<file path="config.mk">
export PLATFORM = sky130hd
export DESIGN_NAME = pipeline_hazard_ctrl
export DESIGN_NICKNAME = d
export VERILOG_FILES = /design/src/rtl/pipeline_hazard_ctrl.sv
export SDC_FILE = /design/constraint.sdc
export NUM_CORES = 1
export LEC_CHECK = 0
export BUFFER_PORTS_ARGS = -buffer_cell sky130_fd_sc_hd__buf_4
export CAP_MARGIN = 20
export CORE_MARGIN = 2
export CORE_UTILIZATION = 38
export CTS_CLUSTER_SIZE = 12
export DETAILED_ROUTE_END_ITERATION = 8
export PLACE_DENSITY = 0.88
export SETUP_SLACK_MARGIN = 0.5
export SYNTH_ARGS = -nofsm -noshare
export SYNTH_HDL_FRONTEND = slang
export SYNTH_SLANG_ARGS = --single-unit
</file>
<file path="constraint.sdc">
create_clock -name clk -period 4.4 [get_ports clk]
set_input_delay 0.66 -clock clk [delete_from_list [all_inputs] [get_ports clk]]
set_output_delay 0.66 -clock clk [all_outputs]
set_load 0.05 [all_outputs]
</file>
<file path="src/rtl/pipeline_hazard_ctrl.sv">
// ---------------------------------------------------------------------------
// pipeline_hazard_ctrl
//
// Central hazard and sequencing controller for a 5-stage RISC-V pipeline.
// It generates per-stage stall/flush strobes and EX-stage forwarding selects.
// It holds the front of the pipeline while a multi-cycle mul/div occupies EX.
//
// Optional feature macro: PIPE_PERF_CNT_EN
//   defined     : stall_cnt / flush_cnt are live wrapping perf counters
//   not defined : stall_cnt / flush_cnt are tied to zero (no counter flops)
//
// Parameters
//   MULDIV_LAT : total EX-occupancy cycles of a mul/div op (2..16)
//   CNT_W      : perf counter width
//
// Ports
//   clk, reset                 : clock, synchronous active-high reset
//   rs1_D, rs2_D               : Decode source registers
//   rs1_E, rs2_E, rd_E         : Execute source/destination registers
//   rd_M, rd_W                 : Memory / Writeback destination registers
//   regWrite_M, regWrite_W     : Memory / Writeback write-enables
//   memRead_E                  : load in Execute
//   pcSrc_E                    : taken branch/jump resolved in Execute
//   muldiv_E                   : mul/div in Execute
//   stall_F/D/E                : hold stage register
//   flush_D/E/M                : load bubble into stage register
//   fwdA_E, fwdB_E             : 00 regfile, 01 Writeback, 10 Memory
//   muldiv_busy, muldiv_done   : mul/div sequencing status
//   stall, flush               : aggregate strobes (stall_F, flush_D)
//   stall_cnt, flush_cnt       : perf counters
// ---------------------------------------------------------------------------
module pipeline_hazard_ctrl #(
    parameter int MULDIV_LAT = 4,
    parameter int CNT_W      = 32
) (
    input  logic             clk,
    input  logic             reset,
    input  logic [4:0]       rs1_D,
    input  logic [4:0]       rs2_D,
    input  logic [4:0]       rs1_E,
    input  logic [4:0]       rs2_E,
    input  logic [4:0]       rd_E,
    input  logic [4:0]       rd_M,
    input  logic [4:0]       rd_W,
    input  logic             regWrite_M,
    input  logic             regWrite_W,
    input  logic             memRead_E,
    input  logic             pcSrc_E,
    input  logic             muldiv_E,
    output logic             stall_F,
    output logic             stall_D,
    output logic             stall_E,
    output logic             flush_D,
    output logic             flush_E,
    output logic             flush_M,
    output logic [1:0]       fwdA_E,
    output logic [1:0]       fwdB_E,
    output logic             muldiv_busy,
    output logic             muldiv_done,
    output logic             stall,
    output logic             flush,
    output logic [CNT_W-1:0] stall_cnt,
    output logic [CNT_W-1:0] flush_cnt
);

    localparam int CNT_BITS = (MULDIV_LAT > 2) ? $clog2(MULDIV_LAT) : 1;
    // Accept cycle is the first stall; BUSY then stalls cnt more cycles and
    // spends one final cycle signalling done.
    localparam logic [CNT_BITS-1:0] CNT_LOAD = CNT_BITS'(MULDIV_LAT - 2);
    localparam logic [CNT_BITS-1:0] CNT_ZERO = {CNT_BITS{1'b0}};
    localparam logic [CNT_BITS-1:0] CNT_ONE  = CNT_BITS'(1);

    localparam logic [0:0] S_RUN  = 1'b0;
    localparam logic [0:0] S_BUSY = 1'b1;

    logic [0:0]          r_state;
    logic [0:0]          w_state_nxt;
    logic [CNT_BITS-1:0] r_cnt;
    logic [CNT_BITS-1:0] w_cnt_nxt;
    logic                w_load_use;

    // Forward select for one EX operand; Memory result is newer than Writeback.
    function automatic logic [1:0] fwd_sel(
        input logic [4:0] rs,
        input logic       wr_m,
        input logic [4:0] rdm,
        input logic       wr_w,
        input logic [4:0] rdw
    );
        logic [1:0] sel;
        if (wr_m && (rdm != 5'd0) && (rdm == rs)) begin
            sel = 2'b10;
        end else if (wr_w && (rdw != 5'd0) && (rdw == rs)) begin
            sel = 2'b01;
        end else begin
            sel = 2'b00;
        end
        return sel;
    endfunction

    assign w_load_use = memRead_E && (rd_E != 5'd0) &&
                        ((rd_E == rs1_D) || (rd_E == rs2_D));

    assign fwdA_E = reset ? 2'b00 : fwd_sel(rs1_E, regWrite_M, rd_M, regWrite_W, rd_W);
    assign fwdB_E = reset ? 2'b00 : fwd_sel(rs2_E, regWrite_M, rd_M, regWrite_W, rd_W);

    assign muldiv_busy = (!reset) && (r_state == S_BUSY);
    assign stall       = stall_F;
    assign flush       = flush_D;

    // Hazard priority resolution and next-state logic for the mul/div hold.
    always_comb begin
        stall_F     = 1'b0;
        stall_D     = 1'b0;
        stall_E     = 1'b0;
        flush_D     = 1'b0;
        flush_E     = 1'b0;
        flush_M     = 1'b0;
        muldiv_done = 1'b0;
        w_state_nxt = r_state;
        w_cnt_nxt   = r_cnt;
        if (reset) begin
            flush_D     = 1'b1;
            flush_E     = 1'b1;
            flush_M     = 1'b1;
            w_state_nxt = S_RUN;
            w_cnt_nxt   = CNT_ZERO;
        end else begin
            case (r_state)
                S_RUN: begin
                    if (muldiv_E) begin
                        stall_F     = 1'b1;
                        stall_D     = 1'b1;
                        stall_E     = 1'b1;
                        flush_M     = 1'b1;
                        w_cnt_nxt   = CNT_LOAD;
                        w_state_nxt = S_BUSY;
                    end else if (pcSrc_E) begin
                        // Squashing D also discards any load-use it carried.
                        flush_D = 1'b1;
                        flush_E = 1'b1;
                    end else if (w_load_use) begin
                        stall_F = 1'b1;
                        stall_D = 1'b1;
                        flush_E = 1'b1;
                    end else begin
                        w_state_nxt = S_RUN;
                    end
                end
                S_BUSY: begin
                    // EX-stage inputs still describe the held op; ignore them.
                    if (r_cnt != CNT_ZERO) begin
                        stall_F   = 1'b1;
                        stall_D   = 1'b1;
                        stall_E   = 1'b1;
                        flush_M   = 1'b1;
                        w_cnt_nxt = r_cnt - CNT_ONE;
                    end else begin
                        muldiv_done = 1'b1;
                        w_state_nxt = S_RUN;
                    end
                end
                default: begin
                    w_state_nxt = S_RUN;
                    w_cnt_nxt   = CNT_ZERO;
                end
            endcase
        end
    end

    // State and mul/div down-counter registers.
    always_ff @(posedge clk) begin
        if (reset) begin
            r_state <= S_RUN;
            r_cnt   <= CNT_ZERO;
        end else begin
            r_state <= w_state_nxt;
            r_cnt   <= w_cnt_nxt;
        end
    end

`ifdef PIPE_PERF_CNT_EN
    logic [CNT_W-1:0] r_stall_cnt;
    logic [CNT_W-1:0] r_flush_cnt;
    logic             w_flush_honoured;

    // A branch flush only counts when it actually won priority in RUN.
    assign w_flush_honoured = (!reset) && (r_state == S_RUN) && (!muldiv_E) && pcSrc_E;

    // Wrapping perf counters.
    always_ff @(posedge clk) begin
        if (reset) begin
            r_stall_cnt <= {CNT_W{1'b0}};
            r_flush_cnt <= {CNT_W{1'b0}};
        end else begin
            if (stall_F) begin
                r_stall_cnt <= r_stall_cnt + CNT_W'(1);
            end else begin
                r_stall_cnt <= r_stall_cnt;
            end
            if (w_flush_honoured) begin
                r_flush_cnt <= r_flush_cnt + CNT_W'(1);
            end else begin
                r_flush_cnt <= r_flush_cnt;
            end
        end
    end

    assign stall_cnt = r_stall_cnt;
    assign flush_cnt = r_flush_cnt;
`else
    assign stall_cnt = {CNT_W{1'b0}};
    assign flush_cnt = {CNT_W{1'b0}};
`endif

endmodule
</file>
# [Word level (Yosys, flattened, before mapping)]
# Index checks and enable logic that the tools add are counted.
[op_classes] eq_ne=8 n_reduce_logical=16 bitwise_logic=1 muxes=30 n_addsub=1
[ops] op="5-bit equality test" n=6
[ops] op="1-bit 2-to-1 mux" n=21
[ops] op="5-bit nonzero test" n=3
[ops] op="2-bit 2-to-1 mux" n=6
[ops] op="1-bit logical AND" n=9
[ops] op="1-bit one-hot mux with 2 select lines" n=2
[ops] op="2-bit one-hot mux with 2 select lines" n=1
[ops] op="2-bit by 1-bit inequality test with 1-bit output, second input constant" n=1
[ops] op="2-bit inequality test, second input constant" n=1
[ops] op="2-bit AND reduction" n=1
[ops] op="2-bit nonzero test" n=1
[ops] op="2-bit by 1-bit subtractor with 2-bit output, second input constant" n=1
[ops] op="1-bit zero test" n=1
[ops] op="1-bit logical OR" n=1
[ops] op="1-bit inverter" n=1
[word_totals] out_inout_bits=78 register_bits=3 elab_cells=58

# [Depth between registers and ports, before layout]
[depth] ltp_word=8 depth_mapped=6 mapped_depth_nobuf=6

# [Worst setup path before layout]
# No wires, ideal clock.
[synth_timing] path_kind="input-to-output" start="in rd_E[3]" end="out flush_E" arrival_time_ns=2.752 setup_slack_ns=0.988 required_ns=3.740 cell_stages=4 n_path_buf=0 cell_sequence="xor2_1 nor3_1 a22oi_1 o41ai_1"
[synth_between] elab_chain_len=8 word_cells_on_any_way=11
[synth_lines] item="start, declared" line="42" rtl="input logic [4:0] rd_E,"
[synth_lines] item="5-bit equality test or 5-bit nonzero test (tied branches)" line="102, 101"
[synth_lines] item="1-bit logical OR or 1-bit logical AND (tied branches)" line="102, 101"
[synth_lines] item="1-bit logical AND *" line="101" rtl="assign w_load_use = memRead_E && (rd_E != 5'd0) &&"
[synth_lines] item="1-bit 2-to-1 mux *" line="142" rtl="end else if (w_load_use) begin"
[synth_lines] item="1-bit 2-to-1 mux *" line="138" rtl="end else if (pcSrc_E) begin"
[synth_lines] item="1-bit 2-to-1 mux *" line="131" rtl="if (muldiv_E) begin"
[synth_lines] item="1-bit 2-to-1 mux *" line="129" rtl="case (r_state)"
[synth_lines] item="1-bit 2-to-1 mux *" line="122" rtl="if (reset) begin"
[synth_lines] item="end, declared" line="54" rtl="output logic flush_E,"
# Mark *: on every way between the ends. The rest lies on a longest branch, timed or not.

# [Worst setup path in the final report]
[layout_timing] start="in rd_M[1]" end="out fwdA_E[0]"
[layout_between] elab_chain_len=5 word_cells_on_any_way=6
[layout_lines] item="start, declared" line="43" rtl="input logic [4:0] rd_M,"
[layout_lines] item="5-bit nonzero test" line="91" rtl="if (wr_m && (rdm != 5'd0) && (rdm == rs)) begin"
[layout_lines] item="1-bit logical AND" line="91"
[layout_lines] item="1-bit logical AND *" line="91"
[layout_lines] item="2-bit 2-to-1 mux *" line="91"
[layout_lines] item="2-bit 2-to-1 mux *" line="104" rtl="assign fwdA_E = reset ? 2'b00 : fwd_sel(rs1_E, regWrite_M, rd_M, regWrite_W, rd_W);"
[layout_lines] item="end, declared" line="56" rtl="output logic [1:0] fwdA_E,"
# Marks and branches as above.

==> impl_metrics.py <==
metrics = {
    "synthesis": {
        "synth.distinct_cells": 27,
        "synth_flop_cell": "dfxtp_1",
        "avgSynthCellArea_um2": 7.55,
        "synthArstFlopShare": 0,
        "ys_seq_area_frac": 0.0545,
        "ys_warn_count": 0,
        "synth_edf_count": 0,
        "ys_seq_elements": 3,
        "syn_inst": 146,
        "synth_area_mm2": 0.00110,
    },
    "detailed_routing": {
        "vias": 922,
        "drt-initial-drc-count": 7,
        "drtAntennaViolNets": 0,
        "wl_per_cell_um": 9.36,
        "drc_errors": 0,
        "first_pass_iters": 3,
        "routed_wl_mm": 2.16,
        "avgViaCountPerCell": 3.99,
    },
    "cts": {
        "clk_pin_slew_worst_paths_ns": 0.04,
        "cts.sinks": 3,
        "cts_buffer_depth": 2,
        "clock_latency_ns": 0.23,
        "h-tree-depth": 1,
        "hold_buffers": 0,
        "cts_buffers": 3,
        "cts_setup_buffers": 0,
        "tritoncts": "built",
        "ctsResizeCount": 0,
        "cts-root-buf": "clkbuf_4",
    },
    "cells_and_area": {
        "multi_input_area_um2": 761,
        "fin_util": 0.475,
        "fin_nets": 244,
        "drive_gt1_frac": 0.310,
        "fill_cells": 288,
        "antennaDiodeCount": 0,
        "seq_area_um2": 60.1,
        "area_delta_synth_final_pct": 18.8,
    },
    "global_route": {
        "use_met3": 0.0246,
        "grt_pass1_vias": 785,
        "met2_usage": 0.261,
        "grt_max_degree": 12,
        "grt-ovfl-total": 0,
        "grt_use_total": 0.122,
        "antenna_found_initial": 0,
        "gr-usage-met1": 0.114,
        "grt_pass1_wl_mm": 3.26,
        "busiest_layer": "met2",
    },
    "setup_path": {
        "worstPathArrival_ns": 2.14,
        "start_kind": "primary input",
        "worstPathMaxFanout": 4,
        "crit_chain": "buf_4 -> or4_1 -> o21ai_2 -> nor3_1 -> nor4_2 -> buf_4",
        "cp.depth": 6,
        "cp_top_family": "simple AND/OR/NAND/NOR gates",
        "r2r_slack_ns": 3.14,
        "crit_end": "fwdA_E[0]",
        "critPathMaxStageDelay_ns": 0.54,
        "critPathKind": "primary input to primary output",
        "worstReg2RegStart": "r_cnt[0]",
        "crit_buf_inv": 2,
        "cp_slowest_cell": "or4_1",
        "r2r-end": "r_cnt[1]",
        "cp-startpoint": "rd_M[1]",
        "required_ns": 3.74,
        "cp_common_cell": "buf_4",
        "ff2ff_path_depth": 5,
        "end_kind": "primary output",
    },
    "power": {
        "p_leak_nw": 0.692,
        "power_density_mw_per_mm2": 248,
        "ir_worst_vdd_uv": 184,
    },
    "timing": {
        "post-route-period-util": 0.636,
        "rsz0062_at_grt": "false",
        "max_freq_ghz": 0.357,
        "finClkSkew_ns": 0.00109,
        "finalMaxSlewViolations": 0,
        "fin_setup_tns_ns": 0,
        "slew-limit-headroom": 0.636,
        "worst_pin_slew_ns": 0.540,
        "hold_slack_ns": 0.494,
        "fin_crit_ns": 2.80,
        "setup_viol": 0,
        "finalHoldViolations": 0,
    },
    "run": {
        "max-cap-violations": 0,
    },
    "placement": {
        "numPortBuffers": 55,
        "hpwl_mm": 2.01,
        "gp_congestion": 0.747,
    },
    "die": {
        "design.core.area_mm2": 0.00276,
        "die_h_um": 57.9,
        "row_count": 19,
        "die-area_mm2": 0.00335,
        "fp.dieW_um": 57.9,
        "ios": 120,
        "floorplan.initialDensity": 0.400,
    },
    "outcome": {
        "outcome": "complete, no violations",
    },
    "hold_path": {
        "min_path_type": "register to register",
    },
}
==> cell usage in the layout, fill, tap and decap left out <==
master	instances
nand3_1	2
buf_4	55
a21oi_1	1
a221oi_1	1
o21ai_0	2
xnor2_1	10
nor2_1	6
dfxtp_1	3
or4_1	5
nor4_2	2
and2_1	1
xor2_1	20
o22ai_1	1
o21ai_2	1
ha_1	1
o21ai_1	1
inv_1	3
nor2b_1	3
clkbuf_1	1
o41ai_1	1
conb_1	64
nand2_1	3
nor4_1	2
a22oi_1	1
or4b_2	1
clkbuf_4	3
nand2b_1	1
nor3_1	5
==> worst min path at each step <==
stage,slack [ns],cells past startpoint,startpoint,endpoint
6_report,0.49,2,r_cnt[0],r_cnt[0]
3_5_place_dp,0.49,2,r_cnt[1],r_cnt[1]
2_1_floorplan,0.46,2,r_cnt[1],r_cnt[1]
4_1_cts,0.49,2,r_cnt[1],r_cnt[1]
5_1_grt,0.53,2,r_cnt[0],r_cnt[0]
3_3_place_gp,0.47,2,r_cnt[1],r_cnt[1]
==> logic make-up (layout without fill, tap and decap cells) <==
kind of cell / count (synthesis) / count (layout) / share of synthesized area
simple gates: 31 / 31 / 0.168
flops: 3 / 3 / 0.0545
xor+xnor: 30 / 30 / 0.238
other cells: 1 / 64 / 0.00340
buf+inv: 71 / 62 / 0.470
compound gates: 9 / 9 / 0.0545
fa+ha+maj: 1 / 1 / 0.0113
==> state kept, by name, indices dropped and copies added (netlist names) <==
register  count
r_cnt         2
r_state       1
==> synth_stat cells (2+ instances only) <==
| master | n | area (um^2) |
|---|---|---|
| nor4_1 | 2 | 12.5 |
| nand3_1 | 2 | 10.0 |
| o21ai_0 | 2 | 10.0 |
| xor2_1 | 20 | 175 |
| or4_1 | 5 | 37.5 |
| nor4_2 | 2 | 25.0 |
| nor2_1 | 6 | 22.5 |
| nand2_1 | 3 | 11.3 |
| nor2b_1 | 3 | 18.8 |
| nor3_1 | 5 | 25.0 |
| buf_4 | 67 | 503 |
| inv_1 | 3 | 11.3 |
| xnor2_1 | 10 | 87.6 |
| dfxtp_1 | 3 | 60.1 |
==> power by group <==
part	internal [mW]	switching, mW
Combinational	0.0567	0.188
Sequential	0.0303	0.00187
Clock	0.0340	0.0139
==> per-stage QoR <==
| stage | area, um^2 | cells | setup WS, ns | total power, mW |
|---|---|---|---|---|
| 3_3_place_gp | 1280 | 227 | 1.58 | 0.274 |
| 2_1_floorplan | 1340 | 209 | 0.988 | 0.268 |
| 4_1_cts | 1310 | 231 | 1.58 | 0.327 |
| 3_5_place_dp | 1280 | 227 | 1.58 | 0.277 |
| 5_1_grt | 1310 | 231 | 1.50 | 0.345 |
| 6_report | 1310 | 231 | 1.60 | 0.325 |
==> worst register-to-register path, stage by stage (launching register included) <==
cell	delay (ns)
dfxtp_1	0.32
inv_1	0.05
ha_1	0.21
nand2_1	0.08
o21ai_0	0.20
a221oi_1	0.30
==> layer usage <==
layer	vias up	wire length [um]	part of all wire
met5	-	0	0
met1	402	693	0.32
met4	0	0	0
met2	61	1240	0.57
li1	459	-	-
met3	0	228	0.11
==> final cells by class <==
type / instances / area share
well taps: 31 / 0.0296
clock buffers: 4 / 0.0201
inverters: 3 / 0.00860
multi-input cells: 135 / 0.581
flip-flops and latches: 3 / 0.0458
repair buffers: 55 / 0.315
Note: power is estimated with default switching activity, not from simulation.
